--- config.mk ---
export PLATFORM = sky130hd
export DESIGN_NAME = aes_inv_cipher
export DESIGN_NICKNAME = d
export VERILOG_FILES = /design/src/rtl/aes_pkg.sv /design/src/rtl/aes_inv_round.sv /design/src/rtl/aes_inv_cipher.sv
export SDC_FILE = /design/constraint.sdc
export NUM_CORES = 2
export LEC_CHECK = 0
export ABC_CLOCK_PERIOD_IN_PS = 5700
export CAP_MARGIN = 0
export CORE_AREA = 2 2 645 647
export DETAILED_ROUTE_END_ITERATION = 8
export DIE_AREA = 0 0 647 649
export GPL_ROUTABILITY_DRIVEN = 0
export PLACE_DENSITY = 0.39
export SLEW_MARGIN = 20
export SYNTH_ARGS = -nofsm -noshare
export SYNTH_HDL_FRONTEND = slang
export SYNTH_HIERARCHICAL = 1
export SYNTH_SLANG_ARGS = --single-unit
--- constraint.sdc ---
create_clock -name clk -period 5.7 [get_ports clk]
set_input_delay 1.425 -clock clk [delete_from_list [all_inputs] [get_ports clk]]
set_output_delay 1.425 -clock clk [all_outputs]
set_load 0.02 [all_outputs]
--- src/rtl/aes_pkg.sv ---
// Shared AES definitions: block/word/round-key types, forward and inverse S-boxes,
// GF(2^8) helpers and the inverse-cipher FSM state encoding.
package aes_pkg;

  localparam int BLOCK_W = 128;

  typedef logic [BLOCK_W-1:0] block_t;
  typedef logic [31:0]        word_t;
  typedef logic [BLOCK_W-1:0] round_key_t;

  typedef enum logic [1:0] {
    IDLE,
    ROUND,
    DONE
  } inv_fsm_e;

  localparam logic [7:0] SBOX [256] = '{
    8'h63, 8'h7c, 8'h77, 8'h7b, 8'hf2, 8'h6b, 8'h6f, 8'hc5, 8'h30, 8'h01, 8'h67, 8'h2b, 8'hfe, 8'hd7, 8'hab, 8'h76,
    8'hca, 8'h82, 8'hc9, 8'h7d, 8'hfa, 8'h59, 8'h47, 8'hf0, 8'had, 8'hd4, 8'ha2, 8'haf, 8'h9c, 8'ha4, 8'h72, 8'hc0,
    8'hb7, 8'hfd, 8'h93, 8'h26, 8'h36, 8'h3f, 8'hf7, 8'hcc, 8'h34, 8'ha5, 8'he5, 8'hf1, 8'h71, 8'hd8, 8'h31, 8'h15,
    8'h04, 8'hc7, 8'h23, 8'hc3, 8'h18, 8'h96, 8'h05, 8'h9a, 8'h07, 8'h12, 8'h80, 8'he2, 8'heb, 8'h27, 8'hb2, 8'h75,
    8'h09, 8'h83, 8'h2c, 8'h1a, 8'h1b, 8'h6e, 8'h5a, 8'ha0, 8'h52, 8'h3b, 8'hd6, 8'hb3, 8'h29, 8'he3, 8'h2f, 8'h84,
    8'h53, 8'hd1, 8'h00, 8'hed, 8'h20, 8'hfc, 8'hb1, 8'h5b, 8'h6a, 8'hcb, 8'hbe, 8'h39, 8'h4a, 8'h4c, 8'h58, 8'hcf,
    8'hd0, 8'hef, 8'haa, 8'hfb, 8'h43, 8'h4d, 8'h33, 8'h85, 8'h45, 8'hf9, 8'h02, 8'h7f, 8'h50, 8'h3c, 8'h9f, 8'ha8,
    8'h51, 8'ha3, 8'h40, 8'h8f, 8'h92, 8'h9d, 8'h38, 8'hf5, 8'hbc, 8'hb6, 8'hda, 8'h21, 8'h10, 8'hff, 8'hf3, 8'hd2,
    8'hcd, 8'h0c, 8'h13, 8'hec, 8'h5f, 8'h97, 8'h44, 8'h17, 8'hc4, 8'ha7, 8'h7e, 8'h3d, 8'h64, 8'h5d, 8'h19, 8'h73,
    8'h60, 8'h81, 8'h4f, 8'hdc, 8'h22, 8'h2a, 8'h90, 8'h88, 8'h46, 8'hee, 8'hb8, 8'h14, 8'hde, 8'h5e, 8'h0b, 8'hdb,
    8'he0, 8'h32, 8'h3a, 8'h0a, 8'h49, 8'h06, 8'h24, 8'h5c, 8'hc2, 8'hd3, 8'hac, 8'h62, 8'h91, 8'h95, 8'he4, 8'h79,
    8'he7, 8'hc8, 8'h37, 8'h6d, 8'h8d, 8'hd5, 8'h4e, 8'ha9, 8'h6c, 8'h56, 8'hf4, 8'hea, 8'h65, 8'h7a, 8'hae, 8'h08,
    8'hba, 8'h78, 8'h25, 8'h2e, 8'h1c, 8'ha6, 8'hb4, 8'hc6, 8'he8, 8'hdd, 8'h74, 8'h1f, 8'h4b, 8'hbd, 8'h8b, 8'h8a,
    8'h70, 8'h3e, 8'hb5, 8'h66, 8'h48, 8'h03, 8'hf6, 8'h0e, 8'h61, 8'h35, 8'h57, 8'hb9, 8'h86, 8'hc1, 8'h1d, 8'h9e,
    8'he1, 8'hf8, 8'h98, 8'h11, 8'h69, 8'hd9, 8'h8e, 8'h94, 8'h9b, 8'h1e, 8'h87, 8'he9, 8'hce, 8'h55, 8'h28, 8'hdf,
    8'h8c, 8'ha1, 8'h89, 8'h0d, 8'hbf, 8'he6, 8'h42, 8'h68, 8'h41, 8'h99, 8'h2d, 8'h0f, 8'hb0, 8'h54, 8'hbb, 8'h16
  };

  localparam logic [7:0] INV_SBOX [256] = '{
    8'h52, 8'h09, 8'h6a, 8'hd5, 8'h30, 8'h36, 8'ha5, 8'h38, 8'hbf, 8'h40, 8'ha3, 8'h9e, 8'h81, 8'hf3, 8'hd7, 8'hfb,
    8'h7c, 8'he3, 8'h39, 8'h82, 8'h9b, 8'h2f, 8'hff, 8'h87, 8'h34, 8'h8e, 8'h43, 8'h44, 8'hc4, 8'hde, 8'he9, 8'hcb,
    8'h54, 8'h7b, 8'h94, 8'h32, 8'ha6, 8'hc2, 8'h23, 8'h3d, 8'hee, 8'h4c, 8'h95, 8'h0b, 8'h42, 8'hfa, 8'hc3, 8'h4e,
    8'h08, 8'h2e, 8'ha1, 8'h66, 8'h28, 8'hd9, 8'h24, 8'hb2, 8'h76, 8'h5b, 8'ha2, 8'h49, 8'h6d, 8'h8b, 8'hd1, 8'h25,
    8'h72, 8'hf8, 8'hf6, 8'h64, 8'h86, 8'h68, 8'h98, 8'h16, 8'hd4, 8'ha4, 8'h5c, 8'hcc, 8'h5d, 8'h65, 8'hb6, 8'h92,
    8'h6c, 8'h70, 8'h48, 8'h50, 8'hfd, 8'hed, 8'hb9, 8'hda, 8'h5e, 8'h15, 8'h46, 8'h57, 8'ha7, 8'h8d, 8'h9d, 8'h84,
    8'h90, 8'hd8, 8'hab, 8'h00, 8'h8c, 8'hbc, 8'hd3, 8'h0a, 8'hf7, 8'he4, 8'h58, 8'h05, 8'hb8, 8'hb3, 8'h45, 8'h06,
    8'hd0, 8'h2c, 8'h1e, 8'h8f, 8'hca, 8'h3f, 8'h0f, 8'h02, 8'hc1, 8'haf, 8'hbd, 8'h03, 8'h01, 8'h13, 8'h8a, 8'h6b,
    8'h3a, 8'h91, 8'h11, 8'h41, 8'h4f, 8'h67, 8'hdc, 8'hea, 8'h97, 8'hf2, 8'hcf, 8'hce, 8'hf0, 8'hb4, 8'he6, 8'h73,
    8'h96, 8'hac, 8'h74, 8'h22, 8'he7, 8'had, 8'h35, 8'h85, 8'he2, 8'hf9, 8'h37, 8'he8, 8'h1c, 8'h75, 8'hdf, 8'h6e,
    8'h47, 8'hf1, 8'h1a, 8'h71, 8'h1d, 8'h29, 8'hc5, 8'h89, 8'h6f, 8'hb7, 8'h62, 8'h0e, 8'haa, 8'h18, 8'hbe, 8'h1b,
    8'hfc, 8'h56, 8'h3e, 8'h4b, 8'hc6, 8'hd2, 8'h79, 8'h20, 8'h9a, 8'hdb, 8'hc0, 8'hfe, 8'h78, 8'hcd, 8'h5a, 8'hf4,
    8'h1f, 8'hdd, 8'ha8, 8'h33, 8'h88, 8'h07, 8'hc7, 8'h31, 8'hb1, 8'h12, 8'h10, 8'h59, 8'h27, 8'h80, 8'hec, 8'h5f,
    8'h60, 8'h51, 8'h7f, 8'ha9, 8'h19, 8'hb5, 8'h4a, 8'h0d, 8'h2d, 8'he5, 8'h7a, 8'h9f, 8'h93, 8'hc9, 8'h9c, 8'hef,
    8'ha0, 8'he0, 8'h3b, 8'h4d, 8'hae, 8'h2a, 8'hf5, 8'hb0, 8'hc8, 8'heb, 8'hbb, 8'h3c, 8'h83, 8'h53, 8'h99, 8'h61,
    8'h17, 8'h2b, 8'h04, 8'h7e, 8'hba, 8'h77, 8'hd6, 8'h26, 8'he1, 8'h69, 8'h14, 8'h63, 8'h55, 8'h21, 8'h0c, 8'h7d
  };

  function automatic logic [7:0] xtime(input logic [7:0] b);
    return {b[6:0], 1'b0} ^ (b[7] ? 8'h1b : 8'h00);
  endfunction

  // Shift-and-add multiply in GF(2^8); b is always a small constant at the call sites.
  function automatic logic [7:0] gmul(input logic [7:0] a, input logic [7:0] b);
    logic [7:0] p;
    logic [7:0] x;
    p = '0;
    x = a;
    for (int i = 0; i < 8; i++) begin
      if (b[i]) p = p ^ x;
      x = xtime(x);
    end
    return p;
  endfunction

endpackage

--- src/rtl/aes_inv_round.sv ---
// One combinational AES decryption round: InvShiftRows, InvSubBytes, AddRoundKey,
// then InvMixColumns unless this is the final round.
module aes_inv_round
  import aes_pkg::*;
(
  input  block_t     i_state,
  input  round_key_t i_round_key,
  input  logic       i_last,
  output block_t     o_state
);

  function automatic word_t inv_mix_col(input word_t c);
    logic [7:0] s0, s1, s2, s3;
    {s0, s1, s2, s3} = c;
    return {gmul(s0, 8'h0e) ^ gmul(s1, 8'h0b) ^ gmul(s2, 8'h0d) ^ gmul(s3, 8'h09),
            gmul(s0, 8'h09) ^ gmul(s1, 8'h0e) ^ gmul(s2, 8'h0b) ^ gmul(s3, 8'h0d),
            gmul(s0, 8'h0d) ^ gmul(s1, 8'h09) ^ gmul(s2, 8'h0e) ^ gmul(s3, 8'h0b),
            gmul(s0, 8'h0b) ^ gmul(s1, 8'h0d) ^ gmul(s2, 8'h09) ^ gmul(s3, 8'h0e)};
  endfunction

  block_t shifted;
  block_t subbed;
  block_t keyed;
  block_t mixed;

  // Byte 4*c+r is row r of column c; row r rotates right by r columns.
  always_comb begin
    shifted = '0;
    for (int c = 0; c < 4; c++) begin
      for (int r = 0; r < 4; r++) begin
        shifted[BLOCK_W-1-8*(4*c+r) -: 8] = i_state[BLOCK_W-1-8*(4*((c-r+4)%4)+r) -: 8];
      end
    end
  end

  always_comb begin
    subbed = '0;
    for (int i = 0; i < 16; i++) begin
      subbed[BLOCK_W-1-8*i -: 8] = INV_SBOX[shifted[BLOCK_W-1-8*i -: 8]];
    end
  end

  assign keyed = subbed ^ i_round_key;

  always_comb begin
    mixed = '0;
    for (int c = 0; c < 4; c++) begin
      mixed[BLOCK_W-1-32*c -: 32] = inv_mix_col(keyed[BLOCK_W-1-32*c -: 32]);
    end
  end

  assign o_state = i_last ? keyed : mixed;

endmodule

--- src/rtl/aes_inv_cipher.sv ---
// Iterative AES inverse cipher, one round per clock, AXI4-Stream in/out.
// Define AES_INV_SIDEBAND_EN to carry tlast/tstrb alongside each block.
module aes_inv_cipher
  import aes_pkg::*;
#(
  parameter int WORD = 32,
  parameter int NB   = 4,
  parameter int NR   = 10
) (
  input  logic                        clk,
  input  logic                        rst,
  input  logic [(NR+1)*WORD*NB-1:0]   i_round_keys,
  input  logic                        i_axi4s_tvalid,
  output logic                        o_axi4s_tready,
  input  logic [WORD*NB-1:0]          i_axi4s_tdata,
`ifdef AES_INV_SIDEBAND_EN
  input  logic                        i_axi4s_tlast,
  input  logic [WORD*NB/8-1:0]        i_axi4s_tstrb,
  output logic                        o_axi4s_tlast,
  output logic [WORD*NB/8-1:0]        o_axi4s_tstrb,
`endif
  output logic                        o_axi4s_tvalid,
  input  logic                        i_axi4s_tready,
  output logic [WORD*NB-1:0]          o_axi4s_tdata
);

  localparam int BW    = WORD * NB;
  localparam int CNT_W = (NR > 1) ? $clog2(NR) : 1;

  inv_fsm_e         fsm_q, fsm_d;
  logic [CNT_W-1:0] cnt_q, cnt_d;
  logic [BW-1:0]    state_q, state_d;
  block_t           round_key;
  block_t           round_out;
`ifdef AES_INV_SIDEBAND_EN
  logic             tlast_q, tlast_d;
  logic [BW/8-1:0]  tstrb_q, tstrb_d;
`endif

  assign round_key = i_round_keys[int'(cnt_q)*BW +: BW];

  aes_inv_round u_round (
    .i_state     (state_q),
    .i_round_key (round_key),
    .i_last      (cnt_q == '0),
    .o_state     (round_out)
  );

  always_comb begin
    fsm_d   = fsm_q;
    cnt_d   = cnt_q;
    state_d = state_q;
`ifdef AES_INV_SIDEBAND_EN
    tlast_d = tlast_q;
    tstrb_d = tstrb_q;
`endif
    case (fsm_q)
      IDLE: begin
        if (i_axi4s_tvalid) begin
          state_d = i_axi4s_tdata ^ i_round_keys[NR*BW +: BW];
          cnt_d   = CNT_W'(NR - 1);
          fsm_d   = ROUND;
`ifdef AES_INV_SIDEBAND_EN
          tlast_d = i_axi4s_tlast;
          tstrb_d = i_axi4s_tstrb;
`endif
        end
      end
      ROUND: begin
        state_d = round_out;
        // The counter parks at zero on the final round rather than wrapping.
        if (cnt_q == '0) fsm_d = DONE;
        else             cnt_d = cnt_q - CNT_W'(1);
      end
      DONE: begin
        if (i_axi4s_tready) fsm_d = IDLE;
      end
      default: fsm_d = IDLE;
    endcase
  end

  always_ff @(posedge clk) begin
    if (rst) begin
      fsm_q   <= IDLE;
      cnt_q   <= '0;
      state_q <= '0;
`ifdef AES_INV_SIDEBAND_EN
      tlast_q <= 1'b0;
      tstrb_q <= '0;
`endif
    end else begin
      fsm_q   <= fsm_d;
      cnt_q   <= cnt_d;
      state_q <= state_d;
`ifdef AES_INV_SIDEBAND_EN
      tlast_q <= tlast_d;
      tstrb_q <= tstrb_d;
`endif
    end
  end

  assign o_axi4s_tready = (fsm_q == IDLE);
  assign o_axi4s_tvalid = (fsm_q == DONE);
  assign o_axi4s_tdata  = state_q;
`ifdef AES_INV_SIDEBAND_EN
  assign o_axi4s_tlast  = tlast_q;
  assign o_axi4s_tstrb  = tstrb_q;
`endif

endmodule

==> flow_summary.ini <==
[critical_path]
end_kind = flop
crit_start = o_axi4s_tdata[24]
cp.arrival_ns = 6.15
slowest_delay_ns = 0.71
cp_slowest_cell = ha_1
cp_cell_sequence = inv_1 > ha_1 > a21oi_1 > a221oi_1 > a31oi_1 > a211oi_1 > nor4b_1 > xnor2_1 > buf_4 > xor2_1 > buf_4 > xnor2_1 > xor2_1 > xnor2_1 > a21oi_1 > o221ai_2 > a21oi_1
r2r_end = o_axi4s_tdata[16]
worstSetupPathType = flop to flop
required_ns = 6.19
rrSetupSlack_ns = 0.03
r2r_start = o_axi4s_tdata[24]
worst-r2r-cell-count = 17
crit_fanout = 12
start_kind = flop

[timing]
drv_slew = 0
grt_setup_unrepaired = no
maxSlewHeadroom_pct = 17.3
setup_viol = 0
fin_skew_ns = 0.0439
finalCriticalPeriod_ns = 5.67
report.final.hold_viol_count = 0
worst_pin_slew_ns = 1.24
fmax_mhz = 176
finalCritPeriodShare_pct = 99.4

[drt]
dr.pass1.iters = 9
ant_nets = 0
wl_per_cell_um = 41.9
wirelength_um = 796000
first_iter_violations = 18900
drc_errors = 0
vias_per_cell = 6.08
vias = 116000

[synthesis]
synthArstFlopShare_pct = 0
syn_avg_cell_area_um2 = 7.32
netlist_area_mm2 = 0.0848
ys_ff_latch = 134
synth.distinct_cells = 110
synth_enable_flop_cells = 0
syn_nets = 13400
synthCells = 11600
yosysWarnings = 6
ys_seq_area_share_pct = 3.16
synth_top_flop_cell = dfxtp_1

[grt]
grt_max_degree = 99
grt_remaining_overflow = 0
grt_pass1_wl_um = 1040000
first_global_vias = 106000
antenna_found_initial = 341
track_usage_pct = 36.0

[clocking]
path_clk_slew_ns = 0.09
cts_tree = done
cts_hold_buf = 0
root_buffer = clkbuf_16
h-tree-depth = 4
insertion_delay_ns = 0.63
clockBufferDepth = 3
numCtsBuffers = 25
numClockSinks = 134

[outcome]
status = finished clean

[finish]
multi_input_comb_area_mm2 = 0.0753
area_growth_pct = 35.5
fill_cells = 45300
stdcell_area_mm2 = 0.115
post-route-util_pct = 27.9
final_nets = 15100
regArea_mm2 = 0.00285
drive_gt1_share_pct = 17.7

[die]
pin_count = 1670
core_mm2 = 0.413
placement_rows = 236
die_h_um = 649
start_util_pct = 20.6
die_area_mm2 = 0.420
die_w_um = 647

[worst_hold_path]
min_from = o_axi4s_tdata[63]
whs_endpoint = o_axi4s_tdata[63]
hold_depth = 2
holdCritPathClass = flop to flop

[place]
dp_hpwl_um = 654000
place_area_mm2 = 0.113
io_buffers = 1669

[job]
drv_cap = 0
[worst max-delay path: cells and delay by family, from the launching register on]
family,cells,cell delay [ns]
buffers and inverters,3,0.67
adder cells (fa/ha/maj),1,0.71
AND/OR/NAND/NOR,1,0.64
flip-flops,1,0.32
AO/OA/AOI/OAI,7,2.16
XOR/XNOR,5,1.02
[synthesized netlist by cell type, types with 296 or more instances]
master    number  area (um^2)
nand2_1     1103         4140
a21oi_1      827         4140
clkbuf_1     655         2460
nor2_1       603         2260
o21ai_0      592         2960
xnor2_1      587         5140
buf_2        487         2440
mux4_2       394         8870
nand2b_1     393         2460
xor2_1       346         3030
nor2b_1      324         2030
o211ai_1     303         2270
nor3_1       296         1480
[kinds of logic (layout without fill, tap and decap cells)]
family | Yosys count | count (layout) | share of synthesized area [%]
compound gates | 4086 | 4086 | 34.1
flops | 134 | 134 | 3.16
buf+inv | 1559 | 3237 | 8.37
fa+ha+maj | 297 | 297 | 4.38
xor+xnor | 1068 | 1068 | 12.9
mux | 798 | 798 | 15.5
other cells | 0 | 278 | 0
simple gates | 3641 | 3641 | 21.5
[metrics by stage]
step                      setup WS (ns)  std cells  hold WS, ns  TNS, ns
final                            0.0328      19000        0.468        0
after detailed placement         -0.538      18700        0.461    -6.68
after global routing          0.0000631      19000        0.490        0
after floorplan                   0.348      11600        0.542        0
after CTS                        0.0304      18700        0.470        0
after global placement           -0.605      18700        0.454    -6.95
[cells in the final DEF (no fill, tap or decap), drive strengths merged, types with 295 or more instances in the layout]
cell type / synthesis / final
clkdlybuf4s50: 0 / 1668
buf: 697 / 1331
nand2: 1104 / 1104
a21oi: 828 / 828
xnor2: 618 / 618
nor2: 606 / 606
o21ai: 595 / 595
mux4: 394 / 394
nand2b: 393 / 393
xor2: 363 / 363
nor2b: 324 / 324
o211ai: 307 / 307
nor3: 296 / 296
ha: 295 / 295
[how the worst max path moves through the flow]
stage	slack, ns	endpoint
2_1_floorplan	0.35	o_axi4s_tdata[83]
3_3_place_gp	-0.60	o_axi4s_tdata[86]
3_5_place_dp	-0.54	o_axi4s_tdata[86]
4_1_cts	0.03	o_axi4s_tdata[16]
5_1_grt	0.00006	o_axi4s_tdata[17]
6_report	0.03	o_axi4s_tdata[16]
[registers in the layout, summed over array words and instances, names as in the netlist]
signal	cells
o_axi4s_tdata	128
cnt_q	4
fsm_q	2
[cell type report]
class | instances | area share [%]
Inverter | 204 | 0.686
Multi-Input combinational cell | 9890 | 65.5
Clock buffer | 31 | 0.590
Sequential cell | 134 | 2.48
Antenna cell | 278 | 0.605
Tap cell | 5474 | 5.96
Timing Repair Buffer | 3000 | 24.2
Clock inverter | 2 | 0.00871
[per-layer routing]
| layer | GRT usage (%) | wire [um] |
|---|---|---|
| met2 | 52.2 | 327000 |
| met1 | 43.7 | 301000 |
| met5 | 0 | 1010 |
| met4 | 25.2 | 69700 |
| met3 | 13.2 | 97500 |
[repair_timing]
item                       in CTS  in global routing
resized for setup               0                 18
buffers inserted                0                  0
setup endpoints to repair       0                 20
Power is not shown: default switching activity piles up to over one toggle a cycle in this logic, so the estimate is an artifact.
